`src/rtl/cmos_geom_pkg.sv`:
```
// Shared types and the panel-ID geometry table for cmos_geom_ctrl.
//   geom_t       : {h, v, hts, vts, y_st, y_end}, each GEOM_W bits
//   ID_xxxx      : known LCD panel IDs (the hex ID codes read back from the panel)
//   geom_lookup  : panel ID -> camera geometry, default entry for unknown IDs
//   state_t      : controller FSM states
package cmos_geom_pkg;

  localparam int GEOM_W   = 16;
  localparam int LUT_ID_W = 16;

  typedef struct packed {
    logic [GEOM_W-1:0] h;
    logic [GEOM_W-1:0] v;
    logic [GEOM_W-1:0] hts;
    logic [GEOM_W-1:0] vts;
    logic [GEOM_W-1:0] y_st;
    logic [GEOM_W-1:0] y_end;
  } geom_t;

  localparam logic [LUT_ID_W-1:0] ID_4342 = 16'h4342;
  localparam logic [LUT_ID_W-1:0] ID_7084 = 16'h7084;
  localparam logic [LUT_ID_W-1:0] ID_4384 = 16'h4384;
  localparam logic [LUT_ID_W-1:0] ID_7016 = 16'h7016;
  localparam logic [LUT_ID_W-1:0] ID_1018 = 16'h1018;

  typedef enum logic [2:0] {
    ST_WAIT,
    ST_LOOKUP,
    ST_MULT,
    ST_REQ,
    ST_DONE
  } state_t;

  function automatic geom_t mk_geom(input int h, input int v, input int hts,
                                    input int vts, input int y_st, input int y_end);
    geom_t g;
    g.h     = GEOM_W'(h);
    g.v     = GEOM_W'(v);
    g.hts   = GEOM_W'(hts);
    g.vts   = GEOM_W'(vts);
    g.y_st  = GEOM_W'(y_st);
    g.y_end = GEOM_W'(y_end);
    return g;
  endfunction

  function automatic geom_t geom_lookup(input logic [LUT_ID_W-1:0] id);
    geom_t g;
    case (id)
      ID_7084: g = mk_geom(800,  480, 1800, 1000, 187, 1763);
      ID_4384: g = mk_geom(800,  480, 1800, 1000, 187, 1763);
      ID_7016: g = mk_geom(1024, 600, 2200, 1000, 201, 1749);
      ID_1018: g = mk_geom(1280, 800, 2570,  980, 153, 1798);
      // ID_4342 and every unknown panel share the 480x272 entry
      default: g = mk_geom(480,  272, 1800, 1000, 228, 1723);
    endcase
    return g;
  endfunction

endpackage

```
`src/rtl/cmos_geom_ctrl_pix_area_mult.sv`:
```
// Sequential W x W shift-add multiplier.
//   clk, rst_n : clock, asynchronous active-low reset
//   start      : load operands and perform the first partial product
//   a, b       : multiplicand / multiplier (sampled on start)
//   product    : a*b, valid while done is high and held afterwards
//   done       : one-cycle pulse, W cycles after the start edge
module pix_area_mult #(
  parameter int W = 13
) (
  input  logic           clk,
  input  logic           rst_n,
  input  logic           start,
  input  logic [W-1:0]   a,
  input  logic [W-1:0]   b,
  output logic [2*W-1:0] product,
  output logic           done
);

  localparam int CW = $clog2(W + 1);

  logic [2*W-1:0] mcand_reg;
  logic [2*W-1:0] acc_reg;
  logic [W-1:0]   mplier_reg;
  logic [CW-1:0]  cnt_reg;
  logic           run_reg;
  logic           done_reg;

  // The start edge already consumes bit 0 of b, so W-1 further edges
  // finish the product and done is seen exactly W edges after start.
  always_ff @(posedge clk or negedge rst_n) begin
    if (!rst_n) begin
      mcand_reg  <= '0;
      acc_reg    <= '0;
      mplier_reg <= '0;
      cnt_reg    <= '0;
      run_reg    <= 1'b0;
      done_reg   <= 1'b0;
    end else begin
      done_reg <= 1'b0;
      if (start) begin
        acc_reg    <= b[0] ? {{W{1'b0}}, a} : '0;
        mcand_reg  <= {{W{1'b0}}, a} << 1;
        mplier_reg <= b >> 1;
        cnt_reg    <= CW'(1);
        run_reg    <= (W > 1);
        done_reg   <= (W == 1);
      end else if (run_reg) begin
        if (mplier_reg[0]) begin
          acc_reg <= acc_reg + mcand_reg;
        end
        mcand_reg  <= mcand_reg << 1;
        mplier_reg <= mplier_reg >> 1;
        cnt_reg    <= cnt_reg + CW'(1);
        if (cnt_reg == CW'(W - 1)) begin
          run_reg  <= 1'b0;
          done_reg <= 1'b1;
        end
      end
    end
  end

  assign product = acc_reg;
  assign done    = done_reg;

endmodule

```
`src/rtl/cmos_geom_ctrl.sv`:
```
// LCD-ID driven OV5640 geometry controller.
// Debounces {lcd_id, half_mode}, looks up the camera geometry, computes the
// DDR3 frame size, commits all outputs atomically and handshakes the result.
//   clk, rst_n      : clock, asynchronous active-low reset
//   lcd_id          : panel ID
//   half_mode       : 1 = camera output width/height halved
//   cfg_ack         : camera controller consumed the configuration
//   cmos_h/v_pixel  : active output size
//   total_h/v_pixel : HTS / VTS
//   y_addr_st/end   : sensor Y crop window
//   ddr3_addr_max   : h*v, zero-extended
//   cfg_req         : new configuration present, held until cfg_ack
//   cfg_valid       : configuration committed and acknowledged
//   busy            : controller not in DONE
// ADDR_W must be >= 2*PIX_W and STABLE_CYC >= 2.
module cmos_geom_ctrl
  import cmos_geom_pkg::*;
#(
  parameter int ID_W       = 16,
  parameter int PIX_W      = 13,
  parameter int ADDR_W     = 28,
  parameter int STABLE_CYC = 1024
) (
  input  logic              clk,
  input  logic              rst_n,
  input  logic [ID_W-1:0]   lcd_id,
  input  logic              half_mode,
  input  logic              cfg_ack,
  output logic [PIX_W-1:0]  cmos_h_pixel,
  output logic [PIX_W-1:0]  cmos_v_pixel,
  output logic [PIX_W-1:0]  total_h_pixel,
  output logic [PIX_W-1:0]  total_v_pixel,
  output logic [PIX_W-1:0]  y_addr_st,
  output logic [PIX_W-1:0]  y_addr_end,
  output logic [ADDR_W-1:0] ddr3_addr_max,
  output logic              cfg_req,
  output logic              cfg_valid,
  output logic              busy
);

  localparam int KEY_W = ID_W + 1;
  localparam int CNT_W = $clog2(STABLE_CYC + 1);

  logic [KEY_W-1:0] key_in;
  logic [KEY_W-1:0] key_reg;
  logic             key_chg;
  logic [CNT_W-1:0] cnt_reg;
  logic             clr_cnt;

  state_t state_reg, state_next;
  logic   start, commit;

  geom_t      lut;
  logic [PIX_W-1:0] look_h, look_v;

  logic [PIX_W-1:0] sh_h_reg, sh_v_reg, sh_hts_reg, sh_vts_reg, sh_yst_reg, sh_yend_reg;
  logic [PIX_W-1:0] h_reg, v_reg, hts_reg, vts_reg, yst_reg, yend_reg;
  logic [ADDR_W-1:0] ddr_reg;
  logic              req_reg, valid_reg, pend_reg;

  logic [2*PIX_W-1:0] product;
  logic               mult_done;

  assign key_in  = {lcd_id, half_mode};
  assign key_chg = (key_in != key_reg);

  // Leaving REQ with a pending change restarts debounce from zero.
  assign clr_cnt = (state_reg == ST_REQ) && cfg_ack && (pend_reg || key_chg);

  always_ff @(posedge clk or negedge rst_n) begin
    if (!rst_n) begin
      key_reg <= '0;
      cnt_reg <= '0;
    end else begin
      key_reg <= key_in;
      if (key_chg || clr_cnt) begin
        cnt_reg <= '0;
      end else if (cnt_reg != CNT_W'(STABLE_CYC)) begin
        cnt_reg <= cnt_reg + CNT_W'(1);
      end
    end
  end

  // key_reg equals the live key whenever LOOKUP proceeds (otherwise it aborts).
  assign lut    = geom_lookup(LUT_ID_W'(key_reg[KEY_W-1:1]));
  assign look_h = key_reg[0] ? (PIX_W'(lut.h) >> 1) : PIX_W'(lut.h);
  assign look_v = key_reg[0] ? (PIX_W'(lut.v) >> 1) : PIX_W'(lut.v);

  always_ff @(posedge clk or negedge rst_n) begin
    if (!rst_n) begin
      state_reg <= ST_WAIT;
    end else begin
      state_reg <= state_next;
    end
  end

  always_comb begin
    state_next = state_reg;
    start      = 1'b0;
    commit     = 1'b0;
    case (state_reg)
      ST_WAIT: begin
        if (!key_chg && (cnt_reg == CNT_W'(STABLE_CYC - 1))) begin
          state_next = ST_LOOKUP;
        end
      end
      ST_LOOKUP: begin
        if (key_chg) begin
          state_next = ST_WAIT;
        end else begin
          start      = 1'b1;
          state_next = ST_MULT;
        end
      end
      ST_MULT: begin
        if (key_chg) begin
          state_next = ST_WAIT;
        end else if (mult_done) begin
          commit     = 1'b1;
          state_next = ST_REQ;
        end
      end
      ST_REQ: begin
        if (cfg_ack) begin
          state_next = (pend_reg || key_chg) ? ST_WAIT : ST_DONE;
        end
      end
      ST_DONE: begin
        if (key_chg) begin
          state_next = ST_WAIT;
        end
      end
      default: state_next = ST_WAIT;
    endcase
  end

  pix_area_mult #(.W(PIX_W)) u_mult (
    .clk     (clk),
    .rst_n   (rst_n),
    .start   (start),
    .a       (look_h),
    .b       (look_v),
    .product (product),
    .done    (mult_done)
  );

  always_ff @(posedge clk or negedge rst_n) begin
    if (!rst_n) begin
      sh_h_reg    <= '0;
      sh_v_reg    <= '0;
      sh_hts_reg  <= '0;
      sh_vts_reg  <= '0;
      sh_yst_reg  <= '0;
      sh_yend_reg <= '0;
    end else if (start) begin
      sh_h_reg    <= look_h;
      sh_v_reg    <= look_v;
      sh_hts_reg  <= PIX_W'(lut.hts);
      sh_vts_reg  <= PIX_W'(lut.vts);
      sh_yst_reg  <= PIX_W'(lut.y_st);
      sh_yend_reg <= PIX_W'(lut.y_end);
    end
  end

  // All seven geometry outputs move together on the commit edge only.
  always_ff @(posedge clk or negedge rst_n) begin
    if (!rst_n) begin
      h_reg    <= '0;
      v_reg    <= '0;
      hts_reg  <= '0;
      vts_reg  <= '0;
      yst_reg  <= '0;
      yend_reg <= '0;
      ddr_reg  <= '0;
    end else if (commit) begin
      h_reg    <= sh_h_reg;
      v_reg    <= sh_v_reg;
      hts_reg  <= sh_hts_reg;
      vts_reg  <= sh_vts_reg;
      yst_reg  <= sh_yst_reg;
      yend_reg <= sh_yend_reg;
      ddr_reg  <= ADDR_W'(product);
    end
  end

  always_ff @(posedge clk or negedge rst_n) begin
    if (!rst_n) begin
      req_reg   <= 1'b0;
      pend_reg  <= 1'b0;
      valid_reg <= 1'b0;
    end else begin
      if (commit) begin
        req_reg <= 1'b1;
      end else if ((state_reg == ST_REQ) && cfg_ack) begin
        req_reg <= 1'b0;
      end
      if (state_reg == ST_REQ) begin
        if (cfg_ack) begin
          pend_reg <= 1'b0;
        end else if (key_chg) begin
          pend_reg <= 1'b1;
        end
      end
      // Registered so that valid rises one edge after the ack edge.
      valid_reg <= (state_reg == ST_DONE) && !key_chg;
    end
  end

  assign cmos_h_pixel  = h_reg;
  assign cmos_v_pixel  = v_reg;
  assign total_h_pixel = hts_reg;
  assign total_v_pixel = vts_reg;
  assign y_addr_st     = yst_reg;
  assign y_addr_end    = yend_reg;
  assign ddr3_addr_max = ddr_reg;
  assign cfg_req       = req_reg;
  assign cfg_valid     = valid_reg;
  assign busy          = (state_reg != ST_DONE);

endmodule
```
`config.mk`:
```
export PLATFORM = sky130hd
export DESIGN_NAME = cmos_geom_ctrl
export DESIGN_NICKNAME = d
export VERILOG_FILES = /design/src/rtl/cmos_geom_pkg.sv /design/src/rtl/cmos_geom_ctrl_pix_area_mult.sv /design/src/rtl/cmos_geom_ctrl.sv
export SDC_FILE = /design/constraint.sdc
export NUM_CORES = 1
export LEC_CHECK = 0
export BUFFER_PORTS_ARGS = -buffer_cell sky130_fd_sc_hd__buf_2
export CAP_MARGIN = 0
export CORE_MARGIN = 2
export CORE_UTILIZATION = 43
export DETAILED_ROUTE_END_ITERATION = 7
export GPL_ROUTABILITY_DRIVEN = 0
export GPL_TIMING_DRIVEN = 1
export PLACE_DENSITY = 0.72
export SETUP_SLACK_MARGIN = 0.3
export SYNTH_ARGS = -nofsm -noshare
export SYNTH_HDL_FRONTEND = slang
export SYNTH_SLANG_ARGS = --single-unit
```
`constraint.sdc`:
```
create_clock -name clk -period 3.5 [get_ports clk]
set_input_delay 0.7 -clock clk [delete_from_list [all_inputs] [get_ports clk]]
set_output_delay 0.7 -clock clk [all_outputs]
set_load 0.01 [all_outputs]
```
==> results.md <==
* Worst vdd ir at 358 uV
* Yosys top cell area share at 49.2%
* Mapped Cells at 770
* Pwr Total at 4080 uW
* IO Count at 129
* Mean post-synth cell area at 10.8 um^2
* RSZ-0062 raised after global routing: false
* Register area at 0.00410 mm^2
* Leak at 0.00486 uW
* Initial antenna violation count at 0
* Pwr Density at 433 mW/mm^2
* Max-cap viol count at 0
* Max FO, Critical Path at 4
* Commonest non-fill, non-tap cells in the layout: 164 x dfrtp_1, 92 x buf_2, 81 x nand2_1, 73 x nor2_1, 46 x mux2_4
* Post-CTS sizing at 0
* Fin Setup TNS at 0 ps
* Maximum clock insertion buffer count at 2
* Synth top area cells: dfrtp_1 49%, mux2_4 8.3%, buf_4 5.4%, mux2i_1 4.2%, nand2_1 3.6%
* Sequential area share after synthesis at 49.2%
* Family with the most delay on the worst path: compound AO/OA/AOI/OAI gates
* Largest net degree at the start of global routing at 86
* Max-slew violations at 0
* Layout cells sized above 1 at 23.0%
* Port bufs at 93
* Synth Register Bits at 164
* Remaining DRCs at 0
* DPL Wire Length at 11.7 mm
* Die area at 0.0205 mm^2
* Leading area contributor after synthesis: dfrtp_1
* Biggest cell delay along the critical path at 430 ps
* Row cnt at 50
* Footprint of the multi-input gates at 0.00372 mm^2
* Outcome: finished clean
* First DRT Iteration DRCs at 355
* Worst Setup End Kind: flip-flop
* Vias after detailed routing at 5,694
* Reg-to-Reg Start: u_mult.product[5]$_DFFE_PN0P_
* Ys Warns at 0
* First-pass GRT wire length at 27.9 mm
* WL final at 16.9 mm
* Crit path time final at 2720 ps
* Startpoint types: flip-flop
* Commonest non-fill, non-tap cell in the layout: dfrtp_1
* Fillers at 1,762
* Drt pass-1 iters at 5
* Place WS at 618 ps
* Hold Path Class: primary input to async pin
* Die width at 143 um
* R2R depth at 9
* CTS Hold Buffers Added at 0
* Clock transition at path regs at 60 ps
* Area Overhead vs Synth at 13.0%
* Setup bufs post-CTS at 0
* Setup CP Type: flip-flop to flip-flop
* CP endpoint: u_mult.product[25]$_DFFE_PN0P_
* H-Tree Depth at 4
* Primary FF master, synth: dfrtp_1
* Max Fclk at 0.367 GHz
* Via density at 5.12
* Syn Std Cell Area at 0.00834 mm^2
* R2r setup slk at 780 ps
* CP Depth at 9
* Setup Skew at 6.84 ps
* Setup WS post-layout at 776 ps
* Critical Path RT at 3820 ps
* CP max stage cell: a311o_1
* Worst-Skew Late Latency at 430 ps
* Synth cell types at 57
* GRT overflow at 0
* Clock root buffer: clkbuf_16
* Worst slew margin at 37.8%
* Crit-path cells: ha_1 -> fa_1 -> a21oi_1 -> nor2b_1 -> a311o_1 -> a211oi_2 -> mux2i_1 -> a211o_1 -> nand2_1
* Initial Util at 44.2%
* Die Ht at 143 um
* Crit path from: u_mult.product[5]$_DFFE_PN0P_
* Final setup viols at 0
* Async SR Flop Fraction at 100%
* Final hold vios at 0
* Critical Path AT at 3040 ps
* Ant diodes at 0
* Fin nets at 884
* Worst-Margin Slew at 932 ps
* RR Endpoint: u_mult.product[25]$_DFFE_PN0P_
* Final ANT Viol Nets at 0
* Vias in the first global route at 5,390
* Core ar. at 0.0189 mm^2
* Post-synth EDFFs at 0
* CTS tree: yes
* Crit share post-route at 77.8%
* Sink Count at 164
* GRT Util Overall at 17.3%
* WL/cell at 15.2 um
* TritonCTS Buffers at 17
* Buf/Inv on CP at 0
## cell families after synthesis
family,count (synthesis),synth area share [%]
simple gates,250,14.6
flops,164,49.2
compound gates,110,8.14
buf+inv,101,7.72
mux,81,12.5
xor+xnor,38,3.99
fa+ha+maj,25,3.84
other cells,1,0.0449
## through the flow
step	hold WS, ps	cell area, um^2	cells	util (%)
6_report	294	9430	1112	49.9
3_5_place_dp	471	8780	1080	46.5
2_1_floorplan	404	8470	804	-
4_1_cts	360	9430	1112	49.9
5_1_grt	373	9430	1112	49.9
3_3_place_gp	453	8780	1080	46.5
## power breakdown
group	leakage (uW)	internal, uW	total [uW]	switching (uW)
combinational	0.00243	25.3	100	75.0
sequential	0.00212	1910	1920	11.9
clock	0.000314	1270	2060	790
## area by class of cell
cell class                      instances  area share, %
Sequential cell                       164           43.5
Multi-Input combinational cell        539           39.5
Timing Repair Buffer                  107           6.25
Clock buffer                           17           4.51
Tap cell                              260           3.45
Clock inverter                         15           2.41
Inverter                               10          0.398
## cell usage after synthesis, types with 3 or more instances
master and n:
a211oi_1 5, nand3b_1 5, nor4b_1 3, mux2_4 46, nand3_1 17, nor3_1 12
and3_1 7, a21oi_1 40, or3_1 3, buf_4 60, inv_1 10, o21ai_0 27
o21bai_1 3, nor2_1 73, nor3b_1 4, xor2_1 26, xnor2_1 12, buf_6 4
nor2b_1 6, dfrtp_1 164, clkbuf_1 19, buf_2 8, a31oi_1 4, ha_1 24
o21a_1 4, nand4_1 10, a21o_1 11, and2_1 8, nor4_1 7, mux2i_1 35
nand2_1 81
## per-layer routing
| layer | GRT usage (%) | part of all wire (%) |
|---|---|---|
| met1 | 25.2 | 49 |
| met2 | 25.7 | 44 |
| met3 | 3.83 | 4.6 |
| met4 | 5.62 | 1.6 |
| met5 | 0 | 0 |
## how the worst min path moves through the flow
stage,from,endpoint,slack (ps),cells after the start
global route,lcd_id[3],key_reg[4]$_DFF_PN0_,370,1
detailed placement,sh_hts_reg[3]$_DFFE_PN0P_,sh_hts_reg[3]$_DFFE_PN0P_,470,1
finish,rst_n,key_reg[8]$_DFF_PN0_,290,1
CTS,rst_n,key_reg[8]$_DFF_PN0_,360,1
global placement,sh_hts_reg[3]$_DFFE_PN0P_,sh_hts_reg[3]$_DFFE_PN0P_,450,1
floorplan,rst_n,cfg_req$_DFFE_PN0P_,400,0
No activity file was read; power rests on OpenSTA's default activity.
